[config.mk]
export PLATFORM = sky130hd
export DESIGN_NAME = button_debouncer
export DESIGN_NICKNAME = d
export VERILOG_FILES = /design/src/rtl/button_debouncer_pkg.sv /design/src/rtl/button_debouncer_channel.sv /design/src/rtl/button_debouncer.sv
export SDC_FILE = /design/constraint.sdc
export NUM_CORES = 1
export LEC_CHECK = 0
export ABC_AREA = 1
export BUFFER_PORTS_ARGS = -buffer_cell sky130_fd_sc_hd__buf_2
export CORE_UTILIZATION = 40
export CTS_CLUSTER_DIAMETER = 50
export CTS_CLUSTER_SIZE = 10
export DETAILED_ROUTE_END_ITERATION = 8
export PLACE_DENSITY = 0.58
export SYNTH_ARGS = -nofsm -noshare
export SYNTH_HDL_FRONTEND = slang
export SYNTH_HIERARCHICAL = 1
export SYNTH_SLANG_ARGS = --single-unit
[constraint.sdc]
create_clock -name clk_in -period 4 [get_ports clk_in]
set_clock_uncertainty 0.1 [all_clocks]
set_input_delay 0.2 -clock clk_in [delete_from_list [all_inputs] [get_ports clk_in]]
set_output_delay 0.2 -clock clk_in [all_outputs]
set_load 0.1 [all_outputs]
[src/rtl/button_debouncer_pkg.sv]
// Shared definitions for the front-panel button debouncer.
// Latency: none (types and constants only).
// Backpressure: none.
package button_debouncer_pkg;

    // Per-channel debounce FSM state codes.
    typedef enum logic [1:0] {
        ST_IDLE       = 2'd0,
        ST_PRESS_PEND = 2'd1,
        ST_PRESSED    = 2'd2,
        ST_REL_PEND   = 2'd3
    } btn_state_e;

    // Default tick constants at a 100 Hz sampling tick.
    localparam int DEF_NUM_BTN      = 5;
    localparam int DEF_STABLE_TICKS = 3;    // 30 ms
    localparam int DEF_HOLD_TICKS   = 100;  // 1 s

endpackage

[src/rtl/button_debouncer_channel.sv]
// One button channel: 2-FF synchroniser, debounce FSM, hold counter, registered pulses.
// Latency: 2 clk_in to sync, outputs update the cycle after the STABLE_TICKS-th agreeing tick.
// Backpressure: none; pulses are one-cycle and must be consumed when they appear.
//
// Ports: clk_in/rst_n clock and async active-low reset; tick_100hz sampling enable;
//        btn_raw asynchronous raw button; btn_level/btn_press/btn_release/btn_long outputs.
module debounce_channel
    import button_debouncer_pkg::*;
#(
    parameter int STABLE_TICKS = DEF_STABLE_TICKS,
    parameter int HOLD_TICKS   = DEF_HOLD_TICKS
) (
    input  logic clk_in,
    input  logic rst_n,
    input  logic tick_100hz,
    input  logic btn_raw,
    output logic btn_level,
    output logic btn_press,
    output logic btn_release,
    output logic btn_long
);

    localparam int SCNT_W = $clog2(STABLE_TICKS + 1);
    localparam int HCNT_W = $clog2(HOLD_TICKS + 1);
    localparam logic [SCNT_W-1:0] STABLE_C = SCNT_W'(STABLE_TICKS);
    localparam logic [HCNT_W-1:0] HOLD_C   = HCNT_W'(HOLD_TICKS);

    logic              sync1_q, sync2_q;
    btn_state_e        state_q, state_d;
    logic [SCNT_W-1:0] scnt_q, scnt_d;
    logic [HCNT_W-1:0] hcnt_q, hcnt_d;
    logic              level_q, level_d;
    logic              press_q, press_d;
    logic              release_q, release_d;
    logic              long_q, long_d;

    logic [SCNT_W-1:0] scnt_inc;
    logic [HCNT_W-1:0] hcnt_inc;

    assign scnt_inc = scnt_q + SCNT_W'(1);
    assign hcnt_inc = hcnt_q + HCNT_W'(1);

    always_comb begin
        state_d   = state_q;
        scnt_d    = scnt_q;
        hcnt_d    = hcnt_q;
        level_d   = level_q;
        press_d   = 1'b0;
        release_d = 1'b0;
        long_d    = 1'b0;
        if (tick_100hz) begin
            unique case (state_q)
                ST_IDLE: begin
                    if (sync2_q) begin
                        state_d = ST_PRESS_PEND;
                        scnt_d  = SCNT_W'(1);
                    end
                end
                ST_PRESS_PEND: begin
                    if (!sync2_q) begin
                        state_d = ST_IDLE;
                        scnt_d  = '0;
                    end else if (scnt_inc == STABLE_C) begin
                        state_d = ST_PRESSED;
                        scnt_d  = '0;
                        hcnt_d  = '0;
                        level_d = 1'b1;
                        press_d = 1'b1;
                    end else begin
                        scnt_d = scnt_inc;
                    end
                end
                ST_PRESSED: begin
                    if (!sync2_q) begin
                        state_d = ST_REL_PEND;
                        scnt_d  = SCNT_W'(1);
                    end else if (hcnt_q != HOLD_C) begin
                        // Saturation at HOLD_C makes the long pulse fire once per press.
                        hcnt_d = hcnt_inc;
                        long_d = (hcnt_inc == HOLD_C);
                    end
                end
                ST_REL_PEND: begin
                    if (sync2_q) begin
                        // Release glitch: resume the hold where it left off.
                        state_d = ST_PRESSED;
                        scnt_d  = '0;
                    end else if (scnt_inc == STABLE_C) begin
                        state_d   = ST_IDLE;
                        scnt_d    = '0;
                        level_d   = 1'b0;
                        release_d = 1'b1;
                    end else begin
                        scnt_d = scnt_inc;
                    end
                end
                default: state_d = ST_IDLE;
            endcase
        end
    end

    always_ff @(posedge clk_in or negedge rst_n) begin
        if (!rst_n) begin
            sync1_q   <= 1'b0;
            sync2_q   <= 1'b0;
            state_q   <= ST_IDLE;
            scnt_q    <= '0;
            hcnt_q    <= '0;
            level_q   <= 1'b0;
            press_q   <= 1'b0;
            release_q <= 1'b0;
            long_q    <= 1'b0;
        end else begin
            sync1_q   <= btn_raw;
            sync2_q   <= sync1_q;
            state_q   <= state_d;
            scnt_q    <= scnt_d;
            hcnt_q    <= hcnt_d;
            level_q   <= level_d;
            press_q   <= press_d;
            release_q <= release_d;
            long_q    <= long_d;
        end
    end

    assign btn_level   = level_q;
    assign btn_press   = press_q;
    assign btn_release = release_q;
    assign btn_long    = long_q;

endmodule

[src/rtl/button_debouncer.sv]
// Multi-channel push-button conditioner: NUM_BTN independent debounce channels.
// Latency: 2 clk_in sync plus STABLE_TICKS ticks, outputs registered.
// Backpressure: none; level and one-cycle pulses are presented unconditionally.
//
// Ports: clk_in/rst_n clock and async active-low reset; tick_100hz sampling strobe;
//        btn_raw[NUM_BTN] raw buttons; btn_level/press/release/long[NUM_BTN] outputs.
module button_debouncer
    import button_debouncer_pkg::*;
#(
    parameter int NUM_BTN      = DEF_NUM_BTN,
    parameter int STABLE_TICKS = DEF_STABLE_TICKS,
    parameter int HOLD_TICKS   = DEF_HOLD_TICKS
) (
    input  logic               clk_in,
    input  logic               rst_n,
    input  logic               tick_100hz,
    input  logic [NUM_BTN-1:0] btn_raw,
    output logic [NUM_BTN-1:0] btn_level,
    output logic [NUM_BTN-1:0] btn_press,
    output logic [NUM_BTN-1:0] btn_release,
    output logic [NUM_BTN-1:0] btn_long
);

    for (genvar g = 0; g < NUM_BTN; g++) begin : g_chan
        debounce_channel #(
            .STABLE_TICKS (STABLE_TICKS),
            .HOLD_TICKS   (HOLD_TICKS)
        ) u_chan (
            .clk_in      (clk_in),
            .rst_n       (rst_n),
            .tick_100hz  (tick_100hz),
            .btn_raw     (btn_raw[g]),
            .btn_level   (btn_level[g]),
            .btn_press   (btn_press[g]),
            .btn_release (btn_release[g]),
            .btn_long    (btn_long[g])
        );
    end

endmodule

==> impl_results.md <==
* Final setup vio count at 0
* Crit path DAT at 1.66 ns
* Initial core utilization at 41.9%
* Slew @ Worst Pin at 0.838 ns
* Pwr dens at 533 nW/um2
* Tmin final at 1.48 ns
* DP Wirelength at 7.08 mm
* Layout Area Growth over Synthesis at 13.2%
* Min-delay worst type: reg2reg
* CTS Sinks at 85
* Sequential Power Share at 39.4%
* CP endpoint kind: flip-flop
* Sequential-to-total area share from yosys stat at 41.6%
* Final nets at 733
* Critical path type: reg2reg
* Max Cap Viol at 0
* Placed insts at 861
* Largest net degree at the start of global routing at 67
* CTS Root Cell: clkbuf_16
* Hold Violations, Final at 0
* CTS buffer count at 9
* Reg-to-reg slack, setup at 2.52 ns
* Mapped cell area at 5110 um2
* Total Wirelength at 9.88 mm
* Pint at 1.86 mW
* R2r worst-path depth at 9
* Die Span Y at 115 um
* Clk slew on worst S/H paths at 0.06 ns
* Cts hold-fix bufs at 6
* Maximum clock path buffer count at 2
* Drc violations at 0
* ANT cells at 0
* Leakage power at 2.92 nW
* Cell Count, Final, Fillers Out at 883
* TNS Setup at 0 ns
* Setup Buffers After CTS at 0
* Mapped Nets at 694
* Initial drt markers at 193
* Slew Viols, Final at 0
* VDD IR max at 0.207 mV
* I/O pins at 28
* Die Footprint at 13,200 um2
* Yosys cell types at 30
* Core Box Area at 12,200 um2
* Synthesis Warnings at 6
* Reg2reg end: g_chan[0].u_chan/hcnt_q[5]$_DFFE_PN0P_
* Syn Inst Count at 671
* Worst setup path end: g_chan[0].u_chan/hcnt_q[5]$_DFFE_PN0P_
* Share of layout cells above drive strength 1 at 18.6%
* Net Sw Power at 1.22 mW
* TritonCTS clock tree: built
* Die Wd at 115 um
* Gp weighted congestion at 0.831
* # port buffers at 27
* Status: finished clean
* Register bit count reported by yosys at 85
* Worst skew pair latency at 0.34 ns
* Clock power frac at 29.5%
* First-pass GRT wire length at 17.5 mm
* Initial antenna violation count at 0
* Combinational power share at 31.1%
* Worst Path Required at 4.17 ns
* RSZ-0062 raised after global routing: false
* Vias per inst at 4.75
* GRT Residual Overflow at 0
* Routed vias at 4,193
* GRT Overall Usage at 16.5%
* Switching share of power at 39.7%
* Resized Gates After CTS at 0
* Critical Path Start Type: flip-flop
* Slew HR at 44.2%
* Launching point of the worst reg2reg path: g_chan[0].u_chan/hcnt_q[0]$_DFFE_PN0P_
* ANT nets after route at 0
* Number of global-route vias before repair at 3,927
* Fin crit share at 37.1%
* Avg Cell Area, Syn at 7.62 um2
* Top achievable clock speed at 674 MHz
* Number of core rows at 40
* Detailed Routing Iterations Pass 1 at 5
* Wire per inst at 11.2 um
* Crit-path max FO at 7
* Crit. Startpoint: g_chan[0].u_chan/hcnt_q[0]$_DFFE_PN0P_
* CTS H-tree lvls at 3
## power groups by stage
stage / clock network [mW] / logic [mW] / registers, mW
2_1_floorplan: 0 / 0.763 / 1.28
3_3_place_gp: 0 / 0.939 / 1.22
3_5_place_dp: 0 / 0.963 / 1.23
4_1_cts: 0.942 / 0.969 / 1.21
5_1_grt: 0.979 / 1.08 / 1.24
6_report: 0.910 / 0.959 / 1.21
## logic make-up after synthesis
group | share of synthesized area, %
AND/OR/NAND/NOR | 37.8
buffers and inverters | 9.28
flip-flops | 41.6
AO/OA/AOI/OAI | 6.10
adder cells (fa/ha/maj) | 3.67
XOR/XNOR | 1.54
## cell usage after synthesis
master    count  area share (%)
a21oi_1      11             1.1
buf_6         6             1.3
clkinv_1      4            0.29
clkinv_2      1           0.098
dfrtp_1      85              42
ha_1         15             3.7
inv_1        75             5.5
inv_2        19             1.4
inv_4         4            0.49
inv_6         1            0.17
nand2_1     187              14
nand2_2      17             2.1
nand2_4      13             2.9
nand3_1      58             5.7
nand3_2      11             2.2
nand3b_1      2            0.29
nand4_1      21             2.6
nor2_1       71             5.2
nor2_2        6            0.73
nor2_4        5             1.1
nor3_1        6            0.59
nor3_2        4            0.78
o211ai_1      4            0.59
o21ai_0       9            0.88
o21ai_1      10            0.98
o21ai_2       8             1.4
o21bai_2      1            0.22
o22ai_1       8            0.98
xnor2_1       4            0.69
xor2_1        5            0.86
## worst min path at each step
stage               cells after the start                          startpoint  slack [ns]                                 end
floorplan                               0                               rst_n       -0.20                           async pin
global placement                        1                          btn_raw[4]        0.21  g_chan[4].u_chan/sync1_q$_DFF_PN0_
detailed placement                      1                          btn_raw[0]        0.21  g_chan[0].u_chan/sync1_q$_DFF_PN0_
CTS                                     0  g_chan[0].u_chan/sync1_q$_DFF_PN0_        0.25  g_chan[0].u_chan/sync2_q$_DFF_PN0_
global route                            0  g_chan[3].u_chan/sync1_q$_DFF_PN0_        0.26  g_chan[3].u_chan/sync2_q$_DFF_PN0_
finish                                  0  g_chan[3].u_chan/sync1_q$_DFF_PN0_        0.25  g_chan[3].u_chan/sync2_q$_DFF_PN0_
## critical path: stages, from the launching register on
cell and delay, ns:
dfrtp_1 0.43, inv_1 0.09, ha_1 0.21, nand2_1 0.07, inv_1 0.05, nand3_2 0.08, nor2_2 0.05, nor2_4 0.20
nand2_1 0.08, nand2_1 0.07
## metrics by stage
| step | setup WS [ns] | hold slack, ns | cell area [um2] | utilization (%) | total power, mW |
|---|---|---|---|---|---|
| CTS | 2.50 | 0.249 | 5790 | 47.4 | 3.12 |
| global placement | 2.52 | 0.210 | 5400 | 44.2 | 2.16 |
| detailed placement | 2.47 | 0.210 | 5400 | 44.2 | 2.19 |
| global route | 2.36 | 0.258 | 5790 | 47.4 | 3.29 |
| floorplan | 2.66 | -0.196 | 5110 | - | 2.05 |
| finish | 2.52 | 0.247 | 5790 | 47.4 | 3.08 |
## placed cells by master, fill, tap and decap left out, types with 8 or more instances in the layout
cell	count
clkbuf_16	9
o22ai_1	8
o21ai_2	8
inv_2	19
nand2_1	187
nand2_4	13
buf_2	26
nand4_1	21
nand3_2	11
nand2_2	17
nand3_1	58
o21ai_0	9
o21ai_1	10
dfrtp_1	85
inv_1	75
nor2_1	71
a21oi_1	11
ha_1	15
## per-layer routing
metal | vias to the layer above | part of all wire (%) | GRT usage [%]
li1 | 2212 | - | -
met1 | 1910 | 49 | 21.1
met2 | 56 | 47 | 27.3
met3 | 15 | 2.7 | 2.79
met4 | 0 | 1.8 | 7.62
met5 | - | 0 | 0
## sequential cells by signal, summed over array words and instances (netlist names), named ones only
register / cells
g_chan.u_chan/sync1_q: 5
g_chan.u_chan/sync2_q: 5
g_chan.u_chan/hcnt_q: 35
g_chan.u_chan/btn_release: 5
g_chan.u_chan/state_q: 5
g_chan.u_chan/scnt_q: 10
g_chan.u_chan/btn_press: 5
g_chan.u_chan/btn_level: 5
g_chan.u_chan/btn_long: 5
## final cells by class
| cell class | count | area, um2 |
|---|---|---|
| Sequential cell | 85 | 2130 |
| Fill cell | 1234 | 6430 |
| Timing Repair Buffer | 34 | 205 |
| Tap cell | 168 | 210 |
| Clock inverter | 4 | 70.1 |
| Clock buffer | 12 | 256 |
| Inverter | 104 | 407 |
| Multi-Input combinational cell | 476 | 2510 |
(Power assumes the default switching activity.)
